`config.mk`:
```
export PLATFORM = sky130hd
export DESIGN_NAME = regfile_monitor
export DESIGN_NICKNAME = d
export VERILOG_FILES = /design/src/rtl/regmon_pkg.sv /design/src/rtl/regmon_scan_timer.sv /design/src/rtl/regfile_monitor.sv
export SDC_FILE = /design/constraint.sdc
export NUM_CORES = 2
export LEC_CHECK = 0
export ABC_AREA = 1
export BUFFER_PORTS_ARGS = -buffer_cell sky130_fd_sc_hd__buf_4
export CAP_MARGIN = 20
export CORE_MARGIN = 2
export CORE_UTILIZATION = 39
export DETAILED_ROUTE_END_ITERATION = 10
export GPL_TIMING_DRIVEN = 0
export PLACE_DENSITY = 0.55
export SYNTH_ARGS = -nofsm -noshare
export SYNTH_HDL_FRONTEND = slang
export SYNTH_SLANG_ARGS = --single-unit
export TNS_END_PERCENT = 100
```
`constraint.sdc`:
```
create_clock -name clk -period 2.01 [get_ports clk]
set_clock_uncertainty 0.15 [all_clocks]
set_input_delay 0.402 -clock clk [delete_from_list [all_inputs] [get_ports clk]]
set_output_delay 0.402 -clock clk [all_outputs]
set_load 0.03 [all_outputs]
```
`src/rtl/regmon_pkg.sv`:
```
// rtl/regmon_pkg.sv - shared widths, slice helper and scan-mode enum for the register monitor
package regmon_pkg;

  typedef enum logic {
    MANUAL = 1'b0,
    SCAN   = 1'b1
  } scan_state_e;

  function automatic int clog2_f(input int n);
    int r;
    r = 0;
    while ((1 << r) < n) r++;
    return r;
  endfunction

  function automatic int id_w_f(input int num_regs);
    return clog2_f(num_regs);
  endfunction

  // A single-slice display still needs a one-bit select port.
  function automatic int sl_w_f(input int nslice);
    return (nslice <= 2) ? 1 : clog2_f(nslice);
  endfunction

  function automatic int slice_offset(input int sel, input int disp_w);
    return sel * disp_w;
  endfunction

endpackage

```
`src/rtl/regmon_scan_timer.sv`:
```
// rtl/regmon_scan_timer.sv - dwell counter and wrapping 1..NUM_REGS-1 scan index
module regmon_scan_timer
  import regmon_pkg::*;
#(
  parameter int NUM_REGS   = 32,
  parameter int SCAN_DWELL = 50_000_000,
  localparam int ID_W      = id_w_f(NUM_REGS),
  localparam int CNT_W     = clog2_f(SCAN_DWELL)
) (
  input  logic            clk,
  input  logic            rst,
  input  logic            enable,
  output logic [ID_W-1:0] index
);

  localparam logic [CNT_W-1:0] LAST_CNT = CNT_W'(SCAN_DWELL - 1);
  localparam logic [ID_W-1:0]  LAST_IDX = ID_W'(NUM_REGS - 1);

  logic [CNT_W-1:0] r_cnt;
  logic [ID_W-1:0]  r_index;

  // The index is held while disabled so re-entering scan resumes where it left off.
  always_ff @(posedge clk or negedge rst) begin
    if (!rst) begin
      r_cnt   <= '0;
      r_index <= ID_W'(1);
    end else if (!enable) begin
      r_cnt <= '0;
    end else if (r_cnt == LAST_CNT) begin
      r_cnt   <= '0;
      r_index <= (r_index == LAST_IDX) ? ID_W'(1) : r_index + ID_W'(1);
    end else begin
      r_cnt <= r_cnt + CNT_W'(1);
    end
  end

  assign index = r_index;

endmodule

```
`src/rtl/regfile_monitor.sv`:
```
// rtl/regfile_monitor.sv - shadows register-file writebacks and drives a registered display slice
module regfile_monitor
  import regmon_pkg::*;
#(
  parameter int DATA_W     = 32,
  parameter int NUM_REGS   = 32,
  parameter int DISP_W     = 16,
  parameter int SCAN_DWELL = 50_000_000,
  localparam int ID_W      = id_w_f(NUM_REGS),
  localparam int NSLICE    = DATA_W / DISP_W,
  localparam int SL_W      = sl_w_f(NSLICE)
) (
  input  logic              clk,
  input  logic              rst,
  input  logic              write_enable,
  input  logic [ID_W-1:0]   write_id,
  input  logic [DATA_W-1:0] write_data,
  input  logic              freeze,
  input  logic              auto_scan,
  input  logic [ID_W-1:0]   sel_address,
  input  logic [SL_W-1:0]   slice_sel,
  input  logic              dirty_clear,
  output logic [DISP_W-1:0] disp_out,
  output logic [ID_W-1:0]   disp_id,
  output logic              disp_dirty,
  output logic              missed
);

  localparam int OFF_W = (clog2_f(DATA_W) < 1) ? 1 : clog2_f(DATA_W);

  scan_state_e       w_mode;
  logic [ID_W-1:0]   w_scan_idx;
  logic [ID_W-1:0]   w_sel;
  logic              w_capture;
  logic              w_slice_ok;
  logic [SL_W-1:0]   w_slice;
  logic [OFF_W-1:0]  w_off;

  logic [DATA_W-1:0] r_shadow [NUM_REGS];
  logic [NUM_REGS-1:0] r_dirty;
  logic [DISP_W-1:0] r_disp_out;
  logic [ID_W-1:0]   r_disp_id;
  logic              r_disp_dirty;
  logic              r_missed;

  assign w_mode     = auto_scan ? SCAN : MANUAL;
  assign w_sel      = (w_mode == SCAN) ? w_scan_idx : sel_address;
  assign w_capture  = write_enable && !freeze && (write_id != '0);
  assign w_slice_ok = (32'(slice_sel) < NSLICE);
  assign w_slice    = w_slice_ok ? slice_sel : '0;
  assign w_off      = OFF_W'(slice_offset(int'(w_slice), DISP_W));

  regmon_scan_timer #(
    .NUM_REGS   (NUM_REGS),
    .SCAN_DWELL (SCAN_DWELL)
  ) u_scan_timer (
    .clk    (clk),
    .rst    (rst),
    .enable (w_mode == SCAN),
    .index  (w_scan_idx)
  );

  // Outputs sample pre-edge shadow state, so a same-cycle write shows up one cycle later.
  always_ff @(posedge clk or negedge rst) begin
    if (!rst) begin
      for (int i = 0; i < NUM_REGS; i++) r_shadow[i] <= '0;
      r_dirty      <= '0;
      r_missed     <= 1'b0;
      r_disp_out   <= '0;
      r_disp_id    <= '0;
      r_disp_dirty <= 1'b0;
    end else begin
      if (w_capture) r_shadow[write_id] <= write_data;
      // The capture assignment comes last so set wins over a same-cycle clear.
      if (!freeze) begin
        if (dirty_clear) r_dirty[w_sel] <= 1'b0;
        if (w_capture) r_dirty[write_id] <= 1'b1;
      end
      if (freeze && write_enable && (write_id != '0)) r_missed <= 1'b1;
      r_disp_id    <= w_sel;
      r_disp_dirty <= r_dirty[w_sel];
      if ((w_sel == '0) || !w_slice_ok) r_disp_out <= '0;
      else r_disp_out <= r_shadow[w_sel][w_off +: DISP_W];
    end
  end

  assign disp_out   = r_disp_out;
  assign disp_id    = r_disp_id;
  assign disp_dirty = r_disp_dirty;
  assign missed     = r_missed;

endmodule

```
Word-level counts from Yosys, hierarchy flattened

Cells that the tools add are included.

Output and inout port bits: 23
Register bits: 1110
Logic and storage cells: 88
Input bits: 49

Magnitude comparators: 7
Equality and inequality tests: 2
Mux-type cells: 21
Shift-type cells: 1
Reductions and logical operators: 11
$add $sub $neg: 2
Bitwise operators: 5

Operators with widths:

| kind                    | number |
|---|---|
| $bwmux W1024            | 1 |
| $mux W32                | 6 |
| $bmux W32 S5            | 1 |
| $demux W32 S5           | 1 |
| $mux W26                | 2 |
| $and A32 B32 Y32        | 1 |
| $not A32 Y32            | 1 |
| $or A32 B32 Y32         | 1 |
| $shiftx A32 B6 Y16      | 1 |
| $add A26 B1 Y26 const B | 1 |
| $eq A26 B26 Y1 const B  | 1 |
| $mux W16                | 1 |
| $ge A6 B6 Y1 const B    | 2 |
| $lt A5 B6 Y1 const B    | 2 |
| $not A5 Y6              | 2 |
| $demux W1 S5            | 2 |
| $ge A5 B1 Y1 const B    | 2 |
| $mux W5                 | 2 |
| $logic_and A1 B1 Y1     | 7 |
| $lt A6 B1 Y1 const B    | 1 |
| $add A5 B1 Y5 const B   | 1 |
| $bmux W1 S5             | 1 |
| $eq A5 B5 Y1 const B    | 1 |
| $logic_not A5 Y1        | 1 |
| 4 further kinds         | 7 |

Longest topological paths before layout

Word-level depth: 12
Depth in mapped cells: 15
Mapped depth without buffers: 13

Cells and area by module

From an unflattened synthesis, not the netlist that was laid out.

Cells, all modules: 7536
Area total of the unflattened synthesis: 54713.7 µm²

By module, submodules not included:

| module            | area each (µm²) | instances | seq. area each (µm²) | cells an instance |
|---|---|---|---|---|
| regfile_monitor   | 52844.4         | 1         | 27000.9              | 7283 |
| regmon_scan_timer | 1869.3          | 1         | 777.0                | 253 |

Least setup slack after synthesis

No wires, ideal clock.

Kind: register to register
Start point: register u_scan_timer.r_index[0] (netlist: u_scan_timer.index[0])
End point: register r_disp_dirty (netlist: disp_dirty)
Cell stages (with the launch flop): 13
Path buffers: 3
Arrival: 1.814 ns
Required time: 1.741 ns
Setup slack: -0.073 ns
Setup time: 0.119 ns
Clock period less this slack: 2.083 ns
Cell sequence: dfstp_2 nand2_1 nand2_1 buf_4 buf_2 nor2_1 buf_2 a22oi_1 nand2_1 nand2_1 nand2_1 nor2_1 nand2_1

Cells in the longest elaborated chain, start to end: 3

Ends and longest elaborated chain:

| item                          | line                    | source |
|---|---|---|
| start: declaration            | regmon_scan_timer.sv:20 | `logic [ID_W-1:0] r_index;` |
| start signal: assignment      | regmon_scan_timer.sv:31 | `r_index <= (r_index == LAST_IDX) ? ID_W'(1) : r_index + ID_W'(1);` |
| $mux W5                       | regfile_monitor.sv:47   | `assign w_sel = (w_mode == SCAN) ? w_scan_idx : sel_address;` |
| $bmux W1 S5                   | regfile_monitor.sv:81   | `r_disp_dirty <= r_dirty[w_sel];` |
| $mux W1 (not written as such) | regfile_monitor.sv:81   |  |
| end signal: assignment        | regfile_monitor.sv:81   |  |
| end: declaration              | regfile_monitor.sv:43   | `logic r_disp_dirty;` |

No other way between the ends. The select of a mux whose other input is x is not followed.
A chain may end at the register's enable or synchronous reset.

Worst setup path in the final report

Start point: register u_scan_timer.r_index[0] (netlist: u_scan_timer.index[0])
End point: register r_disp_out[15] (netlist: disp_out[15])

Cells in the longest elaborated chain, start to end: 7
Elaborated cells on any way between the ends: 8
Those cells by class: 1 x shift; 5 x mux; 1 x bitwise; 1 x reduce/logical

Ends and longest elaborated chain:

| item                                        | line                  | source |
|---|---|---|
| $mux W5 *                                   | regfile_monitor.sv:47 |  |
| $not A5 Y6 (not written as such)            | regfile_monitor.sv:83 | `else r_disp_out <= r_shadow[w_sel][w_off +: DISP_W];` |
| $bmux W32 S5                                | regfile_monitor.sv:83 |  |
| $mux W32 (not written as such) (2 in a row) | regfile_monitor.sv:83 |  |
| $shiftx A32 B6 Y16                          | regfile_monitor.sv:83 |  |
| $mux W16 *                                  | regfile_monitor.sv:82 | `if ((w_sel == '0) \|\| !w_slice_ok) r_disp_out <= '0;` |
| end signal: assignment                      | regfile_monitor.sv:83 |  |
| end: declaration                            | regfile_monitor.sv:41 | `logic [DISP_W-1:0] r_disp_out;` |

Mark *: on every way between the ends. The rest lies on a longest branch, timed or not. The select of a mux whose other input is x is not followed.

==> metrics.md <==
| Metric | Value |
|---|---|
| Largest area contributor in the synthesized netlist | dfrtp_1 |
| Time the final worst path needs with I/O delays and setup | 2.84 ns |
| Via density | about 5.7 |
| Sum of negative setup slack | -16.78 ns |
| Worst R2R Path Depth | 13 |
| Antenna violation net count after detailed routing | 0 |
| Synthesis-to-finish area growth | 24.6% |
| Worst VDD drop | 0.000714 V |
| Period utilisation layout | 141% |
| Most Frequent Cell on Critical Path | nand2_1 |
| Category of cells accounting for the largest share of critical-path delay | simple AND/OR/NAND/NOR gates |
| Max Fclk | 352 MHz |
| Proportion of register bits with asynchronous set or reset after synthesis | between 90% and 100% |
| Level count of the clock H-tree | 4 |
| Final-report max-slew violation count | 0 |
| WL met1 | 130 mm |
| Initial Utilization | between 30% and 40% |
| Buf+Inv Stages, Crit Path | 2 |
| Largest net degree at the start of global routing | 169 |
| Aggregate global-route resource usage | 47.7% |
| Num ports | about 70 |
| Count of mapped cells out of synthesis | 7543 |
| Startpoint-to-endpoint class of the critical path | flip-flop to flip-flop |
| Main synth FF type | dfrtp_1 |
| Initial detailed-routing violation count | 8930 |
| Reg clk slew, reported paths | ~0.070 ns |
| Measured slew at the worst slew-check pin | between 1 and 1.5 ns |
| Placement row count | 137 |
| Die Y-Extent | 377 µm |
| Fraction of final layout cells sized beyond drive strength 1 | 14.3% |
| Final standard cell area without fillers | around 0.068 mm² |
| Violated checks | hold timing, setup timing |
| Hold_ws | -0.581 ns |
| Clock latency on the worst-skew pair | 0.83 ns |
| Number of design rule violations left after detail routing | 0 |
| TritonCTS Buffers | 136 |
| WP data arrival | 3.41 ns |
| Number of detailed-routing iterations run before antenna repair | 6 |
| Total congestion overflow | 0 |
| Dpl cells | 9545 |
| Synthesized Nets | 7595 |
| Number of nets in the layout | 7988 |
| Final estimated routing congestion in global placement | 1.09 |
| Fill cell count | 14100 |
| Input/output buffers | 70 |
| Warnings, synthesis | 0 |
| Initial antenna violation count | 38 |
| Seq. cell area | 0.0278 mm² |
| Synthesized area divided by synthesized cell count | between 7 and 8 µm² |
| Cell Area, Synth | 0.0544 mm² |
| Met3 Wirelength | 53.4 mm |
| Headroom to the max-slew limit | 5.61% |
| Average wire per standard cell | 34.6 µm |
| Class of the tightest hold or removal check | primary input to async pin |
| Global-route wire length before repair | about 450 mm |
| Largest incremental delay on the critical path | 0.61 ns |
| End of the worst register-to-register path | disp_out[15]$_DFF_PN0_ |
| Sequential share of the synthesized area | 51.1% |
| Vias in the first global route | 51800 |
| Met2 wire len | roughly 140 mm |
| Die Area | 0.142 mm² |
| Largest cells by area after synthesis | dfrtp_1 (51%), nand2_1 (23%), o21ai_0 (11%), inv_1 (6.5%), clkbuf_1 (2.5%) |
| Total number of vias | 57100 |
| Most frequent cell after synthesis | nand2_1 |
| Worst setup slack after placement | -2.48 ns |
| Unrepaired setup endpoints after global routing | true |
| Power per cell area | 976 mW/mm² |
| Area taken by multi-input logic gates | 0.0229 mm² |
| Critical path capture point type | flip-flop |
| List of cells traversed by the critical path | inv_2 -> nand2_4 -> nand2_8 -> clkbuf_8 -> nand2_1 -> nand2_1 -> nand2_1 -> nand2_1 -> nand2_1 -> nand2_1 -> nor2_4 -> nand3_2 -> a21oi_4 |
| Synth Register Bits | between 1000 and 1500 |
| Launching element type of the critical path | flip-flop |
| Fraction of post-synthesis cell area in the top cell type by area | 51.0% |
| Overall Power | ~0.066 W |
| Crit path setup slack, layout | -0.833 ns |
| CP max FO | 10 |
| Max Cap Violations | 0 |
| Required time of the critical path | 2.58 ns |
| Endpoints failing setup | 50 |
| Leakage | 34.0 nW |
| Root Buffer | clkbuf_16 |
| Leading post-synthesis cells by instance count | nand2_1 (3267), o21ai_0 (1141), dfrtp_1 (1109) |
| Placeable core region | about 0.14 mm² |
| Clk sink count | 1110 |
| Synth unique cells | 34 |
| Number of buffers inserted for hold repair after clock tree synthesis | 46 |
| Clock buffer depth | 3 |
| Top layer used by detailed routing | met5 |
| HPWL after detailed placement | 252 mm |
| Die boundary width | 377 µm |
| CTS tree | yes |
| Slowest library cell on the worst path | dfstp_2 |
| Setup slack on the worst flop-to-flop path | -0.83 ns |
| Wire length after detailed routing | 344 mm |
| Count of final hold-check violations | 283 |
| Worst reg2reg startpoint | u_scan_timer.index[0]$_DFFE_PN1P_ |
| Finished Layout Cells | ~10000 |
| Instance count on the critical path | 13 |
| Result of the run | finished, violations left |
| Instance area after placement | around 0.06 mm² |
| EDFF count, synth | 0 |
## placed cells by master, fill, tap and decap left out, types with 14 or more instances in the layout
cell,instances
nand2_4,41
inv_1,938
nand2_2,97
a21oi_1,32
clkbuf_16,153
nand3b_1,49
dfrtp_1,1105
nand3_1,152
clkbuf_1,173
o21ai_2,20
nor2_1,63
diode_2,28
a21oi_2,14
nand3_4,28
buf_12,33
clkbuf_2,142
clkbuf_4,42
buf_6,37
dlygate4sd3_1,45
nor2_4,49
a21oi_4,32
o21ai_0,1100
buf_4,159
buf_2,63
nand2_1,3126
clkbuf_8,51
a22oi_1,15
buf_8,53
nor2_2,29
buf_16,18
o21ai_1,21
nor3_1,21
## registers in the layout (all words and copies together), names as in the netlist
name and flops:
missed 1, r_dirty 32, disp_out 16, u_scan_timer.index 5, r_shadow 1024, disp_dirty 1
disp_id 5, u_scan_timer.r_cnt 26
## how the worst max path moves through the flow
stage,to,startpoint,slack [ns]
6_report,disp_out[15]$_DFF_PN0_,u_scan_timer.index[0]$_DFFE_PN1P_,-0.83
3_3_place_gp,u_scan_timer.r_cnt[2]$_DFF_PN0_,rst,-14.15
2_1_floorplan,disp_out[0]$_DFF_PN0_,u_scan_timer.index[0]$_DFFE_PN1P_,0.0008
4_1_cts,disp_out[7]$_DFF_PN0_,u_scan_timer.index[0]$_DFFE_PN1P_,-0.67
5_1_grt,disp_out[15]$_DFF_PN0_,u_scan_timer.index[0]$_DFFE_PN1P_,-0.76
3_5_place_dp,disp_out[13]$_DFF_PN0_,auto_scan,-2.48
## per-stage QoR
step	utilization, %	hold slack (ns)
3_3_place_gp	41.2	0.281
5_1_grt	48.7	-0.546
4_1_cts	47.9	-0.581
6_report	48.7	-0.581
2_1_floorplan	-	-0.0436
3_5_place_dp	41.9	0.269
## power breakdown
group	total (W)	leakage, nW	internal, W	switching (W)
combinational	0.0136	18.9	0.00380	0.00985
clock	0.0251	2.14	0.0142	0.0109
sequential	0.0274	12.9	0.0260	0.00142
## final cells by class
class | instances | share of cell area (%)
multi-input cells | 4962 | 33.8
diodes | 28 | 0.103
well taps | 1876 | 3.46
plain buffers | 517 | 5.40
repair inverters | 1 | 0.00739
clock buffers | 205 | 5.90
clock inverters | 33 | 0.574
flip-flops and latches | 1110 | 41.0
repair buffers | 256 | 4.38
inverters | 952 | 5.33
## what timing repair did
action / CTS / global route
hold endpoints to repair: 305 / 103
setup buffers: 51 / 22
cloned: 6 / 5
pin swaps: 55 / 58
setup endpoints to repair: 1055 / 471
resized for setup: 846 / 359
## cells by family (layout without fill, tap and decap cells)
kind of cell | count (synthesis) | after routing | synth area share (%)
buf+inv | 1472 | 1964 | 10.5
xor+xnor | 18 | 18 | 0.290
flops | 1110 | 1110 | 51.1
fa+ha+maj | 3 | 3 | 0.0690
simple gates | 3697 | 3698 | 26.5
compound gates | 1243 | 1243 | 11.6
other cells | 0 | 28 | 0
## metal layers
metal / vias to the layer above / track usage, %
met1: 27900 / 60.8
met4: 22 / 27.7
met5: - / 1.30
li1: 23800 / -
met3: 941 / 22.5
met2: 4320 / 65.2
No activity file was read; power rests on OpenSTA's default activity.
